**config.mk**
```make
export PLATFORM = sky130hd
export DESIGN_NAME = fmac_share_ctrl
export DESIGN_NICKNAME = d
export VERILOG_FILES = /design/src/rtl/fmac_share_ctrl_pkg.sv /design/src/rtl/fmac_share_ctrl_rr_arbiter.sv /design/src/rtl/fmac_share_ctrl.sv
export SDC_FILE = /design/constraint.sdc
export NUM_CORES = 1
export LEC_CHECK = 0
export ABC_AREA = 1
export CAP_MARGIN = 40
export CORE_AREA = 2 2 230 232
export CTS_CLUSTER_DIAMETER = 200
export DETAILED_ROUTE_END_ITERATION = 16
export DIE_AREA = 0 0 232 234
export GPL_ROUTABILITY_DRIVEN = 0
export PLACE_DENSITY = 0.45
export SYNTH_ARGS = -nofsm -noshare
export SYNTH_HDL_FRONTEND = slang
export SYNTH_SLANG_ARGS = --single-unit
```
**constraint.sdc**
```tcl
create_clock -name Clk_CI -period 3.1 [get_ports Clk_CI]
set_clock_uncertainty 0.15 [all_clocks]
set_input_delay 0.775 -clock Clk_CI [delete_from_list [all_inputs] [get_ports Clk_CI]]
set_output_delay 0.775 -clock Clk_CI [all_outputs]
set_load 0.02 [all_outputs]
```
**src/rtl/fmac_share_ctrl_pkg.sv**
```systemverilog
// Shared definitions for the time-shared fmac controller: FSM states, flag
// bit positions, field widths and the round-robin pointer helper.
package fmac_share_ctrl_pkg;

    typedef enum logic [1:0] {
        IDLE = 2'd0,
        EXEC = 2'd1,
        DONE = 2'd2
    } fmac_share_state_e;

    localparam int unsigned C_FLAG_OF = 2;
    localparam int unsigned C_FLAG_UF = 1;
    localparam int unsigned C_FLAG_NX = 0;
    localparam int unsigned C_FLAGS_W = 3;

    localparam int unsigned C_FMAC_RM = 3;
    localparam int unsigned C_CNT_W   = 4;

    function automatic int unsigned rr_next(input int unsigned w, input int unsigned n);
        return (w + 1 == n) ? 0 : w + 1;
    endfunction

endpackage

```
**src/rtl/fmac_share_ctrl_rr_arbiter.sv**
```systemverilog
// Combinational round-robin arbiter: first active request at or above the
// pointer, wrapping around; one-hot grant plus encoded winner.
module rr_arbiter #(
    parameter int unsigned NUM_REQ = 4,
    parameter int unsigned ID_W    = $clog2(NUM_REQ)
) (
    input  logic [NUM_REQ-1:0] req_i,
    input  logic [ID_W-1:0]    ptr_i,
    output logic [NUM_REQ-1:0] gnt_o,
    output logic [ID_W-1:0]    winner_o,
    output logic               any_o
);

    int unsigned idx;
    logic        found;

    always_comb begin
        gnt_o    = '0;
        winner_o = '0;
        found    = 1'b0;
        idx      = 0;
        for (int unsigned off = 0; off < NUM_REQ; off++) begin
            idx = (int'(ptr_i) + off) % NUM_REQ;
            if (!found && req_i[idx]) begin
                found         = 1'b1;
                gnt_o[idx]    = 1'b1;
                winner_o      = ID_W'(idx);
            end
        end
        any_o = found;
    end

endmodule

```
**src/rtl/fmac_share_ctrl.sv**
```systemverilog
// Time-shares one fmac between NUM_REQ requesters: round-robin issue, held
// operands for LATENCY cycles, tagged result handshake and sticky flags.
module fmac_share_ctrl
    import fmac_share_ctrl_pkg::*;
#(
    parameter  int unsigned NUM_REQ = 4,
    parameter  int unsigned LATENCY = 1,
    localparam int unsigned C_ID_W  = $clog2(NUM_REQ)
) (
    input  logic                        Clk_CI,
    input  logic                        Rst_RBI,
    input  logic                        Flush_SI,
    input  logic [NUM_REQ-1:0]          Req_Valid_SI,
    output logic [NUM_REQ-1:0]          Req_Ready_SO,
    input  logic [NUM_REQ*32-1:0]       Req_Op_a_DI,
    input  logic [NUM_REQ*32-1:0]       Req_Op_b_DI,
    input  logic [NUM_REQ*32-1:0]       Req_Op_c_DI,
    input  logic [NUM_REQ*C_FMAC_RM-1:0] Req_RM_DI,
    output logic [31:0]                 Fmac_Op_a_DO,
    output logic [31:0]                 Fmac_Op_b_DO,
    output logic [31:0]                 Fmac_Op_c_DO,
    output logic [C_FMAC_RM-1:0]        Fmac_RM_SO,
    input  logic [31:0]                 Fmac_Result_DI,
    input  logic                        Fmac_OF_SI,
    input  logic                        Fmac_UF_SI,
    input  logic                        Fmac_NX_SI,
    output logic                        Res_Valid_SO,
    input  logic                        Res_Ready_SI,
    output logic [31:0]                 Res_Result_DO,
    output logic [C_ID_W-1:0]           Res_Id_DO,
    output logic [C_FLAGS_W-1:0]        Res_Flags_DO,
    output logic [C_FLAGS_W-1:0]        Fflags_DO,
    input  logic                        Fflags_Clr_SI
);

    fmac_share_state_e    state_q, state_d;
    logic [C_ID_W-1:0]    ptr_q, ptr_d;
    logic [C_CNT_W-1:0]   cnt_q, cnt_d;
    logic [31:0]          op_a_q, op_a_d, op_b_q, op_b_d, op_c_q, op_c_d;
    logic [C_FMAC_RM-1:0] rm_q, rm_d;
    logic [C_ID_W-1:0]    id_q, id_d;
    logic [31:0]          res_q, res_d;
    logic [C_FLAGS_W-1:0] res_flags_q, res_flags_d;
    logic [C_FLAGS_W-1:0] fflags_q, fflags_d;

    logic [NUM_REQ-1:0]   gnt;
    logic [C_ID_W-1:0]    winner;
    logic                 any_req;
    logic                 arb_en, accept, handshake;

    rr_arbiter #(
        .NUM_REQ (NUM_REQ),
        .ID_W    (C_ID_W)
    ) i_arb (
        .req_i    (Req_Valid_SI),
        .ptr_i    (ptr_q),
        .gnt_o    (gnt),
        .winner_o (winner),
        .any_o    (any_req)
    );

    // Grant window: idle, or a result leaving this cycle; never during flush or reset.
    assign arb_en    = Rst_RBI && !Flush_SI &&
                       (state_q == IDLE || (state_q == DONE && Res_Ready_SI));
    assign accept    = arb_en && any_req;
    assign handshake = !Flush_SI && state_q == DONE && Res_Ready_SI;

    assign Req_Ready_SO  = arb_en ? gnt : '0;
    assign Fmac_Op_a_DO  = op_a_q;
    assign Fmac_Op_b_DO  = op_b_q;
    assign Fmac_Op_c_DO  = op_c_q;
    assign Fmac_RM_SO    = rm_q;
    assign Res_Valid_SO  = (state_q == DONE);
    assign Res_Result_DO = res_q;
    assign Res_Id_DO     = id_q;
    assign Res_Flags_DO  = res_flags_q;
    assign Fflags_DO     = fflags_q;

    always_comb begin
        state_d     = state_q;
        ptr_d       = ptr_q;
        cnt_d       = cnt_q;
        op_a_d      = op_a_q;
        op_b_d      = op_b_q;
        op_c_d      = op_c_q;
        rm_d        = rm_q;
        id_d        = id_q;
        res_d       = res_q;
        res_flags_d = res_flags_q;
        fflags_d    = fflags_q;

        if (Flush_SI) begin
            state_d = IDLE;
        end else begin
            unique case (state_q)
                IDLE: state_d = IDLE;
                EXEC: begin
                    if (cnt_q != '0) begin
                        cnt_d = cnt_q - 1'b1;
                    end else begin
                        res_d                  = Fmac_Result_DI;
                        res_flags_d[C_FLAG_OF] = Fmac_OF_SI;
                        res_flags_d[C_FLAG_UF] = Fmac_UF_SI;
                        res_flags_d[C_FLAG_NX] = Fmac_NX_SI;
                        state_d                = DONE;
                    end
                end
                DONE: if (Res_Ready_SI) state_d = IDLE;
                default: state_d = IDLE;
            endcase

            // Accept only happens from IDLE/DONE, so it overrides the plain transition.
            if (accept) begin
                op_a_d  = Req_Op_a_DI[32*winner +: 32];
                op_b_d  = Req_Op_b_DI[32*winner +: 32];
                op_c_d  = Req_Op_c_DI[32*winner +: 32];
                rm_d    = Req_RM_DI[C_FMAC_RM*winner +: C_FMAC_RM];
                id_d    = winner;
                cnt_d   = C_CNT_W'(LATENCY - 1);
                ptr_d   = C_ID_W'(rr_next(int'(winner), NUM_REQ));
                state_d = EXEC;
            end

            if (handshake) begin
                fflags_d = (Fflags_Clr_SI ? '0 : fflags_q) | res_flags_q;
            end else if (Fflags_Clr_SI) begin
                fflags_d = '0;
            end
        end
    end

    always_ff @(posedge Clk_CI or negedge Rst_RBI) begin
        if (!Rst_RBI) begin
            state_q     <= IDLE;
            ptr_q       <= '0;
            cnt_q       <= '0;
            op_a_q      <= '0;
            op_b_q      <= '0;
            op_c_q      <= '0;
            rm_q        <= '0;
            id_q        <= '0;
            res_q       <= '0;
            res_flags_q <= '0;
            fflags_q    <= '0;
        end else begin
            state_q     <= state_d;
            ptr_q       <= ptr_d;
            cnt_q       <= cnt_d;
            op_a_q      <= op_a_d;
            op_b_q      <= op_b_d;
            op_c_q      <= op_c_d;
            rm_q        <= rm_d;
            id_q        <= id_d;
            res_q       <= res_d;
            res_flags_q <= res_flags_d;
            fflags_q    <= fflags_d;
        end
    end

endmodule

```
==> impl_metrics.toml, run 1 <==
[die]
die_y_um = 234
coreArea_um2 = 52020
ioPinCount = 584
initial_utilization = 0.2144
die-area_um2 = 54290
die_w_um = 232
num_rows = 84

[layout]
drive_above_1_share = 0.08446
areaGrowthSynthToFinish_pct = 72.44
seq_area_um2 = 3679
postLayoutCoreUtil = 0.3697
nNetsFinal = 2876
multi_input_area_um2 = 5411
design_area_um2 = 19230
num-fill-cells = 5586

[grt]
grt_overflow_total = 0
grt_max_degree = 148
grt_first_pass_wirelength_um = 78640
grt_pass1_vias = 13650
antenna_found_initial = 12
track_usage = 0.1881

[logic_synthesis]
synth.top_cell.area_share = 0.3298
avgSynthCellArea_um2 = 6.089
yosys.area.top_type = "dfrtp_1"
ys.flop_type = "dfrtp_1"
synthTopCellsByArea = "dfrtp_1, nand2_1, nand3_1"
ys_async_sr_fraction = 1.000
synth_cell_type_count = 31
synthCells = 1832
yosys_warnings = 0
synth-seq-cells = 147
synth-seq-area-share = 0.3298
synth_fp_nets = 2282
ys_top_cells_by_count = "nand2_1, inv_1, nand3_1"
synth-edff-count = 0
synth.most_common_cell = "nand2_1"
syn-cell-area_um2 = 11150

[route]
drc_errors = 0
firstDrtPassIters = 5
wl_per_cell_um = 16.64
drt_iter0_drc = 581
routed_wl_um = 52120
vias = 13450
antenna_left = 0
vias_per_cell = 4.292

[timing]
slew_headroom = 0.4024
grt_setup_unrepaired = "yes"
worstMarginPinSlew_ns = 0.8964
min_period_over_period = 0.9870
drv_slew = 0
fin_setup_tns_ns = 0
fin_crit_ns = 3.060
worst_slack_ns = 0.04019
finalSetupViolations = 0
clock.fmax_mhz = 326.8
hold_violations = 0

[cts]
numCtsBuffers = 17
clk_latency_ns = 0.45
clk_pin_slew_ns = 0.06
clock-sinks = 147
cts-root-buf = "clkbuf_16"
hold_buffers = 0
clockBufferDepth = 2
cts_tree = "done"
htree_levels = 4

[setup_path]
cp_data_required_time_ns = 2.17
critical_path.max_fanout = 4
critPathLaunch = "Req_Valid_SI[3]"
r2r-end = "Fmac_RM_SO[0]"
cp-end-kind = "output port"
r2r-start = "ptr_q[0]"
critPathLaunchType = "input pin"
r2r_slack_ns = 0.35
cp_data_arrival_time_ns = 2.13
path_class = "input pin to output port"
worstRegToRegCells = 15
worstSetupEndpoint = "Req_Ready_SO[2]"

[power]
power.total_mw = 23.57
ir_drop_uv = 715.6
p_leak_nw = 10.27
p_per_area_nw_per_um2 = 1225

[place]
place_ws_ns = -0.5628
post-dp-hpwl_um = 40770
placed_area_um2 = 18520
port_buffers = 583

[outcome]
status = "finished, final reports clean"

[flow_run]
cap_violations = 0

[min_path]
hp-class = "input pin to async pin"
## timing repair
action,CTS,global route
gates resized for setup,30,16
buffers inserted,0,5
endpoints found under the setup margin,4,4
pin swaps,1,8
gates cloned,0,0
## metal layers
metal  GRT usage  share of wire
met2      0.3206           0.48
met3     0.05350          0.081
met4     0.07612          0.028
met1      0.2224           0.41
met5           0         0.0015
## cell type report
| cell class | instances | share of cell area |
|---|---|---|
| multi-input combinational | 1150 | 0.2813 |
| clock inverter | 14 | 0.008782 |
| inverter | 421 | 0.08255 |
| antenna | 6 | 0.0007806 |
| tap | 688 | 0.04475 |
| timing repair buffer | 689 | 0.3682 |
| sequential | 147 | 0.1912 |
| clock buffer | 18 | 0.02231 |
## state kept, by name, summed over array words and instances (netlist names)
name and count:
Fmac_Op_a_DO 32, Fmac_Op_b_DO 32, Fmac_Op_c_DO 32, Res_Result_DO 32, cnt_q 4, Fflags_DO 3, Fmac_RM_SO 3, Res_Flags_DO 3
Res_Id_DO 2, ptr_q 2, state_q 2
## metrics by stage
step                instances  hold WS (ns)
floorplan                1832        0.3259
global placement         3090        0.3114
detailed placement       3090        0.3140
CTS                      3122        0.3317
global route             3131        0.3416
finish                   3133        0.3059
## where the power goes
group	switching, mW	internal [mW]	leakage [nW]
combinational	10.4	7.67	8.17
clock	0.969	1.21	0.284
sequential	0.484	2.85	1.82
## cell families (layout without fill, tap and decap cells)
logic type      count (synthesis)  count (layout)  share of synthesized area
mux                            32              32                    0.03231
flops                         147             147                     0.3298
xor+xnor                        2               2                   0.001571
compound gates                 21              21                    0.01054
fa+ha+maj                      10              10                    0.01122
buf+inv                       535            1142                     0.1950
other cells                     0               6                          0
simple gates                 1085            1085                     0.4196
## worst max-delay path, cell delays in order
cell           delay [ns]
dlygate4sd2_1        0.26
inv_1                0.10
nand2_2              0.08
nand3_4              0.10
nand2_4              0.08
nor3_2               0.18
buf_4                0.15
nand3_1              0.07
nand3_1              0.10
nand2_1              0.06
inv_1                0.05
buf_4                0.13
## worst min path at each step
stage | from | slack, ns | end | cells past startpoint
CTS | Fmac_Op_c_DO[5] | 0.33 | Fmac_Op_c_DO[5] | 2
detailed placement | Fmac_Op_b_DO[8] | 0.31 | Fmac_Op_b_DO[8] | 2
global route | Fmac_Op_a_DO[14] | 0.34 | Fmac_Op_a_DO[14] | 2
global placement | Fmac_Op_b_DO[31] | 0.31 | Fmac_Op_b_DO[31] | 2
finish | Rst_RBI | 0.31 | Fmac_Op_a_DO[20] | 2
floorplan | Rst_RBI | 0.33 | Fflags_DO[0] | 0
## cells in the final DEF (no fill, tap or decap), types with 4 or more instances in the layout
master	netlist	final
inv_6	0	4
clkbuf_16	0	17
nand2_2	7	7
clkdlybuf4s50_1	0	574
nor2_1	11	10
nand2_1	635	632
inv_1	419	414
inv_2	2	4
nand4_1	4	4
nand3_1	418	412
dfrtp_1	147	147
diode_2	0	6
o21ai_0	8	8
buf_12	0	36
a21oi_1	7	7
dlygate4sd2_1	0	4
nand3_2	3	7
mux2_2	32	32
buf_4	16	71
ha_1	10	9
No activity file was read; power rests on OpenSTA's default activity.
==> run 2, diff against run 1 <==
Settings changed: SLEW_MARGIN from default to 20, TNS_END_PERCENT from default to 10.
==> run 2 against run 1 <==
Cell area is 0.16% lower; register-to-register slack is essentially flat; combinational power hardly changed; critical path depth did not move; via count is essentially flat; global-route usage unchanged; highest routed layer unchanged; count of clock-buffer cells in the layout stayed put; first-iteration DRC count down 6.2%; total power is 0.18% lower; sequential share of layout area about the same; clock power about the same.
==> impl_metrics.toml, run 2 (synthesized netlist as in run 1, its figures left out) <==
[outcome]
status = "finished, final reports clean"

[cts]
cts_tree = "done"
clockBufferDepth = 2
clock-sinks = 147
clk_pin_slew_ns = 0.06
htree_levels = 4
numCtsBuffers = 17
clk_latency_ns = 0.45
cts-root-buf = "clkbuf_16"

[power]
p_leak_nw = 10.26
p_per_area_nw_per_um2 = 1225
ir_drop_uv = 715.9

[layout]
multi_input_area_um2 = 5399
num-fill-cells = 5593
areaGrowthSynthToFinish_pct = 72.17
nNetsFinal = 2874
final_cells = 3131
postLayoutCoreUtil = 0.3691
layout_commonest_cell = "nand2_1"
drive_above_1_share = 0.08330
most-common-layout-cells = "nand2_1, clkdlybuf4s50_1, inv_1"
seq_area_um2 = 3679

[die]
ioPinCount = 584
die_y_um = 234
initial_utilization = 0.2144
num_rows = 84
coreArea_um2 = 52020
die-area_um2 = 54290
die_w_um = 232

[route]
wl_per_cell_um = 16.65
drc_errors = 0
firstDrtPassIters = 5
vias_per_cell = 4.297
antenna_left = 0
drt_iter0_drc = 545
vias = 13450
routed_wl_um = 52140

[timing]
slew_headroom = 0.4020
min_period_over_period = 0.9783
worstMarginPinSlew_ns = 0.8970
grt_setup_unrepaired = "yes"
fin_crit_ns = 3.033
finalSetupViolations = 0
drv_slew = 0
hold_violations = 0
clock.fmax_mhz = 329.7

[setup_path]
cp-end-kind = "output port"
path_class = "input pin to output port"
critPathLaunchType = "input pin"
critical_path.max_fanout = 4
cp_data_arrival_time_ns = 2.11
cp_data_required_time_ns = 2.17

[grt]
grt_pass1_vias = 13650
grt_max_degree = 148
track_usage = 0.1881
grt_overflow_total = 0
antenna_found_initial = 12
grt_first_pass_wirelength_um = 78640

[place]
port_buffers = 583
dpl.cell_count = 3090
post-dp-hpwl_um = 40770

[flow_run]
cap_violations = 0

[min_path]
hp-class = "input pin to async pin"
## run 2: cell types whose count changed in the layout (fill, tap and decap cells not counted), sizes merged
cell	change
buf	-2
## run 2: worst paths after layout
kind	startpoint	endpoint	slack [ns]	cells after the start
worst max-delay path	Req_Valid_SI[3]	Req_Ready_SO[2]	0.07	12
min in group Clk_CI	Fmac_Op_c_DO[4]	Fmac_Op_c_DO[4]	0.33	2
worst min register to register	Fmac_Op_c_DO[4]	Fmac_Op_c_DO[4]	0.33	2
worst min-delay path	Rst_RBI	Fmac_Op_a_DO[20]	0.31	2
max in group asynchronous	Rst_RBI	Fmac_Op_c_DO[21]	1.81	2
worst max register to register	ptr_q[0]	Fmac_Op_a_DO[21]	0.36	16
## run 2: cell type report
type / instances / area share
multi-input cells: 1150 / 0.2811
repair buffers: 687 / 0.3680
flip-flops and latches: 147 / 0.1915
diodes: 6 / 0.0007818
inverters: 421 / 0.08255
clock buffers: 18 / 0.02235
well taps: 688 / 0.04482
clock inverters: 14 / 0.008795
## run 2: metrics by stage
step	worst slack, ns	total power, mW	area, µm²	setup TNS [ns]	hold slack [ns]
after global routing	-0.04578	25.65	19200	-0.05129	0.3416
final	0.06712	23.53	19200	0	0.3065
after floorplan	0.2290	13.37	11150	0	0.3259
after detailed placement	-0.5628	21.41	18520	-17.71	0.3140
after CTS	0.004884	23.77	19120	0	0.3317
after global placement	-0.5485	21.39	18520	-13.54	0.3114
## run 2: timing repair
action,CTS,global route
pin swaps,1,4
endpoints found under the setup margin,4,4
endpoints found under the hold margin,0,0
gates resized for setup,30,13
hold buffers,0,0
buffers inserted,0,3
## run 2: critical path: stages
cell and delay, ns:
dlygate4sd2_1 0.26, inv_1 0.09, nand2_2 0.06, nand3_2 0.11, nand2_4 0.08, nor3_2 0.18
buf_4 0.15, nand3_1 0.07, nand3_1 0.10, nand2_1 0.06, inv_1 0.05, buf_4 0.13
## run 2: routing by layer
layer / GRT usage / up-vias / share of wire
li1: - / 6685 / -
met1: 0.2224 / 6203 / 0.41
met2: 0.3206 / 470 / 0.48
met3: 0.05350 / 84 / 0.081
met4: 0.07612 / 12 / 0.028
met5: 0 / - / 0.0015
## run 2: power by group
| group | switching [mW] | internal, mW | leakage, nW |
|---|---|---|---|
| logic | 10.4 | 7.64 | 8.16 |
| registers | 0.485 | 2.85 | 1.82 |
| clock network | 0.970 | 1.21 | 0.284 |
==> run 3, diff against run 2 <==
Clock period 3.1 ns to 3.6 ns, I/O delays scaled along.
==> run 3 against run 2 <==
Die area unchanged; clock power decreased by 10%; count of clock-buffer cells in the layout unchanged; register-to-register slack improved by 0.25 ns; hold slack improved by 0.022 ns; sequential cell count unchanged; via count decreased by 1.8%; utilization decreased by 1.0 points; largest power group unchanged.
==> impl_metrics.toml, run 3 (synthesized netlist as in run 1, its figures left out) <==
[outcome]
status = "finished, final reports clean"

[cts]
htree_levels = 4
clk_pin_slew_ns = 0.07
postCtsSetupBuffers = 0
clock-sinks = 147
cts-root-buf = "clkbuf_16"
clk_latency_ns = 0.45
numCtsBuffers = 17
hold_buffers = 0
cts_tree = "done"
clockBufferDepth = 2

[power]
p_sw_frac = 0.5203
ir_drop_uv = 663.5
p_leak_nw = 9.989
p_per_area_nw_per_um2 = 1021
switching_power_mw = 9.924
power.total_mw = 19.08
p_comb_frac = 0.747
p_int_mw = 9.152
p_seq_frac = 0.150
clkPwrFrac = 0.102

[setup_path]
r2r_slack_ns = 0.61
cp_data_required_time_ns = 2.55
cp_data_arrival_time_ns = 2.43
path_class = "input pin to output port"
critPathMostFrequentCell = "nand2_1"
critPathLaunchType = "input pin"
path_cells = "clkdlybuf4s50_1 -> inv_2 -> nand2_1 -> nand3_2 -> nand2_4 -> buf_4 -> nor2_8 -> nand3_1 -> nand4_1 -> nand2_1 -> inv_1 -> buf_2"
critical_path.max_fanout = 5
critPathSlowestCell = "clkdlybuf4s50_1"
cp-end-kind = "output port"
worstRegToRegCells = 16
cp_slowest_stage_delay_ns = 0.45

[layout]
postLayoutCoreUtil = 0.3590
final_cells = 3086
areaGrowthSynthToFinish_pct = 67.45
nNetsFinal = 2827
drive_above_1_share = 0.06234
design_area_um2 = 18680
most-common-layout-cells = "nand2_1, clkdlybuf4s50_1, nand3_1"
layout_commonest_cell = "nand2_1"

[grt]
track_usage = 0.1885
grt_first_pass_wirelength_um = 78660
antenna_found_initial = 15
grt_max_degree = 148
grt_pass1_vias = 13580
grt_overflow_total = 0

[route]
drc_errors = 0
routed_wl_um = 51880
vias = 13210
wl_per_cell_um = 16.81
firstDrtPassIters = 6
vias_per_cell = 4.281
drt_iter0_drc = 617
antenna_left = 0

[die]
initial_utilization = 0.2144
num_rows = 84
die_w_um = 232
coreArea_um2 = 52020
die-area_um2 = 54290
die_y_um = 234
ioPinCount = 584

[place]
placed_area_um2 = 18040
place_ws_ns = -0.3339
port_buffers = 583
dpl.cell_count = 3046
post-dp-hpwl_um = 39750

[timing]
drv_slew = 0
grt_setup_unrepaired = "no"
hold_violations = 0
fin_crit_ns = 3.478
finalSetupViolations = 0
slew_headroom = 0.4213
clock.fmax_mhz = 287.5
worstMarginPinSlew_ns = 0.8681
min_period_over_period = 0.9662
worst_slack_ns = 0.1215

[min_path]
hold_depth = 2
hp-class = "flip-flop to flip-flop"

[flow_run]
cap_violations = 0
==> run 3: cell types whose count changed in the layout (fill, tap and decap cells not counted), sizes merged, moves of 2 or more <==
cell,before,now
clkinvlp,3,0
inv,428,432
diode,6,8
buf,109,62
clkdlybuf4s50,574,578
dlygate4sd2,4,0
==> run 3: repair_timing <==
action                     4_1_cts  5_1_grt
setup endpoints to repair        4        4
gates resized for setup         13        9
gates cloned                     0        0
hold endpoints to repair         0        0
==> run 3: critical path, delay by kind of cell <==
family | cells | cell delay [ns]
buffers and inverters | 5 | 0.89
and+or+nand+nor | 7 | 0.64
==> run 3: stage by stage <==
step | TNS (ns) | hold WS (ns)
floorplan | 0 | 0.3259
CTS | 0 | 0.3323
global route | 0 | 0.3473
finish | 0 | 0.3286
global placement | -1.157 | 0.3106
detailed placement | -1.309 | 0.3138
==> run 3: routing by layer <==
layer	up-vias	GRT usage	wire (µm)	share of wire
met4	14	0.06931	1393	0.027
li1	6597	-	-	-
met1	6074	0.2243	21670	0.42
met3	71	0.05168	3932	0.076
met5	-	0	90	0.0017
met2	456	0.3243	24800	0.48
==> run 3: area by class of cell <==
class | count | area [µm²]
repair buffers | 640 | 6545
clock inverters | 14 | 180.2
fillers | 5670 | 33350
multi-input cells | 1150 | 5369
inverters | 421 | 1585
clock buffers | 18 | 439.2
flip-flops and latches | 147 | 3679
well taps | 688 | 860.8
diodes | 8 | 20.02
==> run 3: power by group through the flow <==
stage / Sequential [mW] / Clock, mW / Combinational, mW
global route: 2.97 / 2.11 / 15.8
global placement: 2.87 / 0 / 14.5
finish: 2.87 / 1.96 / 14.3
CTS: 2.88 / 2.03 / 14.5
detailed placement: 2.89 / 0 / 14.5
floorplan: 3.78 / 0 / 7.73
==> run 3: final timing paths <==
check | endpoint | startpoint
worst min register to register | Fmac_Op_c_DO[9] | Fmac_Op_c_DO[9]
worst min-delay path | Fmac_Op_c_DO[9] | Fmac_Op_c_DO[9]
worst max-delay path | Req_Ready_SO[0] | Req_Valid_SI[0]
worst max register to register | Fmac_Op_c_DO[28] | ptr_q[1]
max in group asynchronous | Fmac_Op_c_DO[0] | Rst_RBI
min in group asynchronous | Fmac_Op_a_DO[27] | Rst_RBI
